## config.mk

```make
export PLATFORM = sky130hd
export DESIGN_NAME = hazard_ctrl_flat
export DESIGN_NICKNAME = d
export VERILOG_FILES = /design/src/rtl/hazard_ctrl_pkg.sv /design/src/rtl/hazard_ctrl_if.sv /design/src/rtl/hazard_ctrl_fwd_unit.sv /design/src/rtl/hazard_ctrl.sv /design/src/flat_wrapper.sv
export SDC_FILE = /design/constraint.sdc
export NUM_CORES = 1
export LEC_CHECK = 0
export ABC_AREA = 1
export BUFFER_PORTS_ARGS = -buffer_cell sky130_fd_sc_hd__buf_2
export CAP_MARGIN = 20
export CORE_ASPECT_RATIO = 2
export CORE_MARGIN = 1.5
export CORE_UTILIZATION = 50
export DETAILED_ROUTE_END_ITERATION = 16
export PLACE_DENSITY = 0.9
export SKIP_CTS_REPAIR_TIMING = 1
export SLEW_MARGIN = 20
export SYNTH_ARGS = -nofsm -noshare
export SYNTH_HDL_FRONTEND = slang
export SYNTH_SLANG_ARGS = --single-unit
```

## constraint.sdc

```tcl
create_clock -name i_clk -period 4.3 [get_ports i_clk]
set_clock_uncertainty 0.05 [all_clocks]
set_input_delay 0.645 -clock i_clk [delete_from_list [all_inputs] [get_ports i_clk]]
set_output_delay 0.645 -clock i_clk [all_outputs]
set_load 0.1 [all_outputs]
```

## src/rtl/hazard_ctrl_pkg.sv

```systemverilog
// Shared types for hazard_ctrl: FSM encodings, forward-select codes and RAW-match helpers.
package hazard_ctrl_pkg;

  typedef enum logic [1:0] {
    ST_RUN   = 2'd0,
    ST_STALL = 2'd1,
    ST_FLUSH = 2'd2,
    ST_RSVD  = 2'd3
  } state_t;

  localparam logic [1:0] FWD_RF  = 2'b00;
  localparam logic [1:0] FWD_WB  = 2'b01;
  localparam logic [1:0] FWD_MEM = 2'b10;

  function automatic logic dst_hit(input logic rw, input logic [4:0] dst, input logic [4:0] src);
    return rw && (dst != 5'd0) && (dst == src);
  endfunction

  function automatic logic raw_hit(input logic rw, input logic [4:0] dst, input logic [4:0] rs,
                                   input logic [4:0] rt, input logic uses_rt);
    return dst_hit(rw, dst, rs) || (uses_rt && dst_hit(rw, dst, rt));
  endfunction

endpackage

```

## src/rtl/hazard_ctrl_if.sv

```systemverilog
// Pipeline-side signal bundle of hazard_ctrl; master drives pipeline state, slave is the controller.
interface hazard_ctrl_if;
  logic [4:0] i_id_rs;
  logic [4:0] i_id_rt;
  logic       i_id_uses_rt;
  logic [4:0] i_ex_dst;
  logic [4:0] i_mem_dst;
  logic [4:0] i_wb_dst;
  logic       i_ex_regwrite;
  logic       i_mem_regwrite;
  logic       i_wb_regwrite;
  logic       i_ex_memread;
  logic [4:0] i_ex_rs;
  logic [4:0] i_ex_rt;
  logic       i_jump;
  logic       i_branch_taken;
  logic       o_pc_write;
  logic       o_if_id_write;
  logic       o_hazard_to_id;
  logic       o_id_flush;
  logic       o_if_flush;
  logic       o_ex_flush;
  logic [1:0] o_fwd_a;
  logic [1:0] o_fwd_b;
  logic [1:0] o_state;
  logic [15:0] o_stall_cycles;

  modport master (
    output i_id_rs, i_id_rt, i_id_uses_rt, i_ex_dst, i_mem_dst, i_wb_dst,
           i_ex_regwrite, i_mem_regwrite, i_wb_regwrite, i_ex_memread,
           i_ex_rs, i_ex_rt, i_jump, i_branch_taken,
    input  o_pc_write, o_if_id_write, o_hazard_to_id, o_id_flush, o_if_flush,
           o_ex_flush, o_fwd_a, o_fwd_b, o_state, o_stall_cycles
  );

  modport slave (
    input  i_id_rs, i_id_rt, i_id_uses_rt, i_ex_dst, i_mem_dst, i_wb_dst,
           i_ex_regwrite, i_mem_regwrite, i_wb_regwrite, i_ex_memread,
           i_ex_rs, i_ex_rt, i_jump, i_branch_taken,
    output o_pc_write, o_if_id_write, o_hazard_to_id, o_id_flush, o_if_flush,
           o_ex_flush, o_fwd_a, o_fwd_b, o_state, o_stall_cycles
  );
endinterface

```

## src/rtl/hazard_ctrl_fwd_unit.sv

```systemverilog
// Combinational ALU operand forwarding select; MEM result beats WB result, register file otherwise.
module fwd_unit
  import hazard_ctrl_pkg::*;
(
  input  logic [4:0] mem_dst,
  input  logic       mem_regwrite,
  input  logic [4:0] wb_dst,
  input  logic       wb_regwrite,
  input  logic [4:0] ex_rs,
  input  logic [4:0] ex_rt,
  output logic [1:0] fwd_a,
  output logic [1:0] fwd_b
);

  function automatic logic [1:0] sel(input logic [4:0] src);
    if (dst_hit(mem_regwrite, mem_dst, src)) return FWD_MEM;
    else if (dst_hit(wb_regwrite, wb_dst, src)) return FWD_WB;
    else return FWD_RF;
  endfunction

  assign fwd_a = sel(ex_rs);
  assign fwd_b = sel(ex_rt);

endmodule

```

## src/rtl/hazard_ctrl.sv

```systemverilog
// Pipeline hazard controller: RAW stall FSM, branch/jump flushes, saturating stall counter.
// Build option HAZARD_CTRL_FORWARD_EN: operand forwarding, so only load-use hazards stall.
module hazard_ctrl
  import hazard_ctrl_pkg::*;
(
  input  logic       i_clk,
  input  logic       i_rst_n,
  hazard_ctrl_if.slave hif
);

  state_t      state, state_n;
  logic [1:0]  cnt, cnt_n;
  logic [1:0]  need_n;
  logic [1:0]  fwd_a_raw, fwd_b_raw;
  logic [15:0] stall_cycles;
  logic        raw_ex;
  logic        stall_req;
  logic        pc_write, if_id_write, hazard_to_id, id_flush, if_flush, ex_flush;
  logic [1:0]  fwd_a, fwd_b;

  assign raw_ex = raw_hit(hif.i_ex_regwrite, hif.i_ex_dst, hif.i_id_rs, hif.i_id_rt, hif.i_id_uses_rt);

`ifdef HAZARD_CTRL_FORWARD_EN
  assign need_n = (hif.i_ex_memread && raw_ex) ? 2'd1 : 2'd0;

  fwd_unit u_fwd (
    .mem_dst      (hif.i_mem_dst),
    .mem_regwrite (hif.i_mem_regwrite),
    .wb_dst       (hif.i_wb_dst),
    .wb_regwrite  (hif.i_wb_regwrite),
    .ex_rs        (hif.i_ex_rs),
    .ex_rt        (hif.i_ex_rt),
    .fwd_a        (fwd_a_raw),
    .fwd_b        (fwd_b_raw)
  );
`else
  logic raw_mem, raw_wb;
  assign raw_mem = raw_hit(hif.i_mem_regwrite, hif.i_mem_dst, hif.i_id_rs, hif.i_id_rt, hif.i_id_uses_rt);
  assign raw_wb  = raw_hit(hif.i_wb_regwrite, hif.i_wb_dst, hif.i_id_rs, hif.i_id_rt, hif.i_id_uses_rt);
  assign need_n  = raw_ex ? 2'd3 : raw_mem ? 2'd2 : raw_wb ? 2'd1 : 2'd0;
  assign fwd_a_raw = FWD_RF;
  assign fwd_b_raw = FWD_RF;
`endif

  assign stall_req = (need_n != 2'd0);

  always_ff @(posedge i_clk or negedge i_rst_n) begin
    if (!i_rst_n) begin
      state        <= ST_RUN;
      cnt          <= 2'd0;
      stall_cycles <= 16'd0;
    end else begin
      state <= state_n;
      cnt   <= cnt_n;
      if (hazard_to_id && (stall_cycles != 16'hFFFF))
        stall_cycles <= stall_cycles + 16'd1;
    end
  end

  // The RUN cycle that detects the hazard is the first stall cycle, so a one-cycle stall never leaves RUN.
  always_comb begin
    state_n = state;
    cnt_n   = cnt;
    if (hif.i_branch_taken) begin
      state_n = ST_FLUSH;
      cnt_n   = 2'd0;
    end else begin
      case (state)
        ST_STALL: begin
          cnt_n   = (cnt == 2'd0) ? 2'd0 : cnt - 2'd1;
          state_n = (cnt <= 2'd1) ? ST_RUN : ST_STALL;
        end
        ST_FLUSH: state_n = ST_RUN;
        default: begin
          state_n = ST_RUN;
          if (stall_req) begin
            cnt_n   = need_n - 2'd1;
            state_n = (need_n > 2'd1) ? ST_STALL : ST_RUN;
          end
        end
      endcase
    end
  end

  always_comb begin
    pc_write     = 1'b1;
    if_id_write  = 1'b1;
    hazard_to_id = 1'b0;
    id_flush     = 1'b0;
    if_flush     = 1'b0;
    ex_flush     = 1'b0;
    fwd_a        = FWD_RF;
    fwd_b        = FWD_RF;
    if (i_rst_n) begin
      fwd_a = fwd_a_raw;
      fwd_b = fwd_b_raw;
      if (hif.i_branch_taken) begin
        if_flush = 1'b1;
        id_flush = 1'b1;
        ex_flush = 1'b1;
      end else begin
        case (state)
          ST_STALL: begin
            pc_write     = 1'b0;
            if_id_write  = 1'b0;
            hazard_to_id = 1'b1;
          end
          ST_FLUSH: id_flush = 1'b1;
          default: begin
            if (stall_req) begin
              pc_write     = 1'b0;
              if_id_write  = 1'b0;
              hazard_to_id = 1'b1;
            end else if (hif.i_jump) begin
              if_flush = 1'b1;
            end
          end
        endcase
      end
    end
  end

  assign hif.o_pc_write     = pc_write;
  assign hif.o_if_id_write  = if_id_write;
  assign hif.o_hazard_to_id = hazard_to_id;
  assign hif.o_id_flush     = id_flush;
  assign hif.o_if_flush     = if_flush;
  assign hif.o_ex_flush     = ex_flush;
  assign hif.o_fwd_a        = fwd_a;
  assign hif.o_fwd_b        = fwd_b;
  assign hif.o_state        = state;
  assign hif.o_stall_cycles = stall_cycles;

endmodule

```

## src/flat_wrapper.sv

```systemverilog
// flat-port wrapper written by rule: the top's interface ports become plain ports
module hazard_ctrl_flat import hazard_ctrl_pkg::*;
  (i_clk, i_rst_n, hif_i_id_rs, hif_i_id_rt, hif_i_id_uses_rt, hif_i_ex_dst, hif_i_mem_dst, hif_i_wb_dst, hif_i_ex_regwrite, hif_i_mem_regwrite, hif_i_wb_regwrite, hif_i_ex_memread, hif_i_ex_rs, hif_i_ex_rt, hif_i_jump, hif_i_branch_taken, hif_o_pc_write, hif_o_if_id_write, hif_o_hazard_to_id, hif_o_id_flush, hif_o_if_flush, hif_o_ex_flush, hif_o_fwd_a, hif_o_fwd_b, hif_o_state, hif_o_stall_cycles);
  hazard_ctrl_if hif_i ();
  input  logic i_clk;
  input  logic i_rst_n;
  input wire logic [$bits(hif_i.i_id_rs)-1:0] hif_i_id_rs;
  input wire logic [$bits(hif_i.i_id_rt)-1:0] hif_i_id_rt;
  input wire logic [$bits(hif_i.i_id_uses_rt)-1:0] hif_i_id_uses_rt;
  input wire logic [$bits(hif_i.i_ex_dst)-1:0] hif_i_ex_dst;
  input wire logic [$bits(hif_i.i_mem_dst)-1:0] hif_i_mem_dst;
  input wire logic [$bits(hif_i.i_wb_dst)-1:0] hif_i_wb_dst;
  input wire logic [$bits(hif_i.i_ex_regwrite)-1:0] hif_i_ex_regwrite;
  input wire logic [$bits(hif_i.i_mem_regwrite)-1:0] hif_i_mem_regwrite;
  input wire logic [$bits(hif_i.i_wb_regwrite)-1:0] hif_i_wb_regwrite;
  input wire logic [$bits(hif_i.i_ex_memread)-1:0] hif_i_ex_memread;
  input wire logic [$bits(hif_i.i_ex_rs)-1:0] hif_i_ex_rs;
  input wire logic [$bits(hif_i.i_ex_rt)-1:0] hif_i_ex_rt;
  input wire logic [$bits(hif_i.i_jump)-1:0] hif_i_jump;
  input wire logic [$bits(hif_i.i_branch_taken)-1:0] hif_i_branch_taken;
  output wire logic [$bits(hif_i.o_pc_write)-1:0] hif_o_pc_write;
  output wire logic [$bits(hif_i.o_if_id_write)-1:0] hif_o_if_id_write;
  output wire logic [$bits(hif_i.o_hazard_to_id)-1:0] hif_o_hazard_to_id;
  output wire logic [$bits(hif_i.o_id_flush)-1:0] hif_o_id_flush;
  output wire logic [$bits(hif_i.o_if_flush)-1:0] hif_o_if_flush;
  output wire logic [$bits(hif_i.o_ex_flush)-1:0] hif_o_ex_flush;
  output wire logic [$bits(hif_i.o_fwd_a)-1:0] hif_o_fwd_a;
  output wire logic [$bits(hif_i.o_fwd_b)-1:0] hif_o_fwd_b;
  output wire logic [$bits(hif_i.o_state)-1:0] hif_o_state;
  output wire logic [$bits(hif_i.o_stall_cycles)-1:0] hif_o_stall_cycles;
  assign hif_i.i_id_rs = hif_i_id_rs;
  assign hif_i.i_id_rt = hif_i_id_rt;
  assign hif_i.i_id_uses_rt = hif_i_id_uses_rt;
  assign hif_i.i_ex_dst = hif_i_ex_dst;
  assign hif_i.i_mem_dst = hif_i_mem_dst;
  assign hif_i.i_wb_dst = hif_i_wb_dst;
  assign hif_i.i_ex_regwrite = hif_i_ex_regwrite;
  assign hif_i.i_mem_regwrite = hif_i_mem_regwrite;
  assign hif_i.i_wb_regwrite = hif_i_wb_regwrite;
  assign hif_i.i_ex_memread = hif_i_ex_memread;
  assign hif_i.i_ex_rs = hif_i_ex_rs;
  assign hif_i.i_ex_rt = hif_i_ex_rt;
  assign hif_i.i_jump = hif_i_jump;
  assign hif_i.i_branch_taken = hif_i_branch_taken;
  assign hif_o_pc_write = hif_i.o_pc_write;
  assign hif_o_if_id_write = hif_i.o_if_id_write;
  assign hif_o_hazard_to_id = hif_i.o_hazard_to_id;
  assign hif_o_id_flush = hif_i.o_id_flush;
  assign hif_o_if_flush = hif_i.o_if_flush;
  assign hif_o_ex_flush = hif_i.o_ex_flush;
  assign hif_o_fwd_a = hif_i.o_fwd_a;
  assign hif_o_fwd_b = hif_i.o_fwd_b;
  assign hif_o_state = hif_i.o_state;
  assign hif_o_stall_cycles = hif_i.o_stall_cycles;
  hazard_ctrl u_core (.i_clk(i_clk), .i_rst_n(i_rst_n), .hif(hif_i));
endmodule
```

==> impl_summary.log <==
[metrics] first-pass GRT wire length: 6.95 mm
[metrics] number of buffers on the longest clock path: 2
[metrics] number of fill cells: 293
[metrics] via count of the first global-routing pass: ~1700
[metrics] fraction of final layout cells sized beyond drive strength 1: about a quarter
[metrics] total number of vias: around 1700
[metrics] delay of the slowest cell on the worst path: between 0.4 and 0.5 ns
[metrics] synthesis-to-layout area growth: 20.2%
[metrics] initial DRC count: 40
[metrics] Cell Pwr Density: around 360 nW/um2
[metrics] overall die width: roughly 44 um
[metrics] mean post-synth cell area: about 6.8 um2
[metrics] cell with the most instances on the worst path: sky130_fd_sc_hd__nand2_1
[metrics] number of warning messages in the yosys log: 0
[metrics] crit share post-route: 80.0%
[metrics] Core Rows: 29
[metrics] total DRC errors in the routed layout: 0
[metrics] DR WL/cell: 13.1 um
[metrics] CP bufs+invs: 3
[metrics] initial antenna violation count: 0
[metrics] Setup-failing EPs final: 0
[metrics] area of the multi-input gates: between 1000 and 1500 um2
[metrics] overall die height: about 85 um
[metrics] cell leakage power: 1.21 nW
[metrics] number of enable-type register cells in the synthesized netlist: 0
[metrics] Nets: ~350
[metrics] total routing usage reported by global routing: 24.6%
[metrics] Ports: a little over 70
[metrics] register area: ~500 um2
[metrics] filler-free cell count of the finished design: roughly 340
[metrics] worst setup timing slack at the placement stage: between 0.9 and 1 ns
[metrics] slowest CP cell: sky130_fd_sc_hd__buf_2
[metrics] highest achievable clock rate: 291 MHz
[metrics] register area share after synthesis: around 30%
[metrics] post-DP HPWL: around 3.5 mm
[metrics] highest ir drop seen on vdd: approximately 0.00052 V
[metrics] number of port buffers: between 50 and 60
[metrics] final hold violations: 0
[metrics] count of different cell masters after synthesis: 30
[metrics] Req. time, crit path: 3.61 ns
[metrics] TritonCTS clock tree: done
[metrics] total CTS buffers: 3
[metrics] final total negative setup slack: 0 ns
[metrics] Total Die Area: between 3000 and 4000 um2
[metrics] commonest cells after routing, fill and taps aside: 79 x sky130_fd_sc_hd__nand2_1, 56 x sky130_fd_sc_hd__buf_2, 36 x sky130_fd_sc_hd__inv_1
[metrics] area of the core region: around 3200 um2
[metrics] Inst Count DP: roughly 330
[metrics] count of inserted antenna diode cells: 0
[metrics] result of the run: finished, final reports clean
[metrics] core utilization of the finished layout: 63.8%
[metrics] Post-DRT Antenna Nets: 0
[metrics] largest net degree at the start of global routing: 25
[metrics] Num Clock Sinks: 20
[metrics] async set-or-reset flop fraction in the synthesized netlist: between 90% and 100%
[metrics] final max-slew violation count: 0
[metrics] critical path cell sequence: buf_2, inv_1, nand2_1, nand2_1, nor2_1, nand3_1, a21oi_1, nand2_1, and2_1, ha_1, nand2_1, nand3_2, a21oi_4, buf_2
[metrics] worst skew pair latency: between 0.2 and 0.3 ns
[metrics] final wirelength: approximately 4.4 mm
[metrics] final weighted congestion in routability-driven placement: between 0.8 and 0.9
[metrics] number of maximum-capacitance violations: 0
[metrics] min Tclk post-route: around 3.4 ns
[metrics] most common flop cell mapped by yosys: sky130_fd_sc_hd__dfrtp_1
[metrics] first drt pass iteration count: 4
[metrics] crit path capture type: output port
[metrics] number of flip-flops and latches in the synthesized netlist: 20
[metrics] Worst Hold Margin: 0.285 ns
[metrics] biggest fanout along the worst timing path: 4
[metrics] type of the most critical hold path: in2async
[metrics] critical path type: in2out
[metrics] Syn Std Cell Area: about 1700 um2
[metrics] Via-to-Cell Ratio: ~5.2
[metrics] type of element launching the critical path: primary input
[metrics] kind of cell adding the most delay to the critical path: simple AND/OR/NAND/NOR gates
[metrics] aggregate global routing overflow: 0
[metrics] most frequent standard cell in the layout excluding fill and tap cells: sky130_fd_sc_hd__nand2_1
[metrics] minimum setup slack in the final design: roughly 0.86 ns
[metrics] instance count of the mapped netlist: approximately 250
[metrics] clock root buffer master: sky130_fd_sc_hd__clkbuf_8
[metrics] Data arrival, critical path: 2.75 ns
[metrics] setup repair after global routing missed its margin: no
[metrics] Initial Util: 53.1%
[metrics] H-Tree Level Count: 1
[metrics] clock slew at the register clock pins of the worst setup and hold paths: approximately 0.07 ns
final timing paths:
check / depth (start not counted) / startpoint / slack (ns) / to
worst max register to register: 12 / u_core.hif.o_state[0]$_DFF_PN0_ / 2.38 / u_core.hif.o_stall_cycles[13]$_DFFE_PN0P_
worst min register to register: 2 / u_core.cnt[0]$_DFFE_PN0P_ / 0.45 / u_core.cnt[0]$_DFFE_PN0P_
worst min-delay path: 1 / i_rst_n / 0.28 / u_core.hif.o_stall_cycles[3]$_DFFE_PN0P_
max in group asynchronous: 1 / i_rst_n / 3.58 / u_core.hif.o_stall_cycles[14]$_DFFE_PN0P_
worst max-delay path: 14 / hif_i_id_rt[3] / 0.86 / hif_o_hazard_to_id
min in group i_clk: 2 / u_core.cnt[0]$_DFFE_PN0P_ / 0.45 / u_core.cnt[0]$_DFFE_PN0P_
metal layers:
layer	global-route usage (%)	vias to the layer above	wire length, um
met3	3.19	10	206
met5	0	-	0
met4	11.3	0	144
met1	22.2	794	1540
li1	-	882	-
met2	49.1	62	2510
cell type report:
cell class	instances	share of cell area [%]
Timing Repair Buffer	56	13.8
Clock buffer	4	2.70
Sequential cell	20	24.6
Multi-Input combinational cell	188	50.3
Tap cell	31	1.90
Inverter	37	6.81
cell families after synthesis:
group / Yosys count / share of synthesized area (%)
AOI/OAI and AO/OA: 18 / 6.49
xor gates and xnor gates: 24 / 12.4
adders and majority gates: 4 / 2.95
buffers and inverters: 43 / 10.7
DFF: 20 / 29.5
other: 1 / 0.221
and+or+nand+nor: 138 / 37.7
registers in the layout (all words and copies together) (netlist names):
signal,count
u_core.cnt,2
u_core.hif.o_stall_cycles,16
u_core.hif.o_state,2
worst register-to-register path, delay by kind of cell (launching register included):
kind / cells / cell delay (ns)
and+or+nand+nor: 9 / 0.85
DFF: 1 / 0.37
adders and majority gates: 1 / 0.30
AOI/OAI and AO/OA: 1 / 0.20
buffers and inverters: 1 / 0.05
stage by stage:
| step | total power, mW | instance area [um2] |
|---|---|---|
| after global routing | 0.752 | 2040 |
| after global placement | 0.574 | 1980 |
| final | 0.725 | 2040 |
| after CTS | 0.722 | 2040 |
| after detailed placement | 0.579 | 1980 |
| after floorplan | 0.510 | 1710 |
report_power, final:
| part | internal, mW | switching [mW] |
|---|---|---|
| Clock | 0.0817 | 0.0665 |
| Sequential | 0.208 | 0.0319 |
| Combinational | 0.0665 | 0.270 |
| Total | 0.357 | 0.369 |
cells in the mapped netlist (4+ instances only):
cell type	instances	share of area, %
sky130_fd_sc_hd__xor2_1	17	8.8
sky130_fd_sc_hd__a21oi_1	5	1.5
sky130_fd_sc_hd__nand2_1	79	17
sky130_fd_sc_hd__nand3_1	13	3.8
sky130_fd_sc_hd__ha_1	4	3.0
sky130_fd_sc_hd__o21ai_0	8	2.4
sky130_fd_sc_hd__xnor2_1	7	3.6
sky130_fd_sc_hd__nor2_1	22	4.9
sky130_fd_sc_hd__dfrtp_1	20	30
sky130_fd_sc_hd__nand4_1	7	2.6
sky130_fd_sc_hd__buf_4	5	2.2
sky130_fd_sc_hd__inv_1	36	8.0
Power figures use the tool's default switching activity.
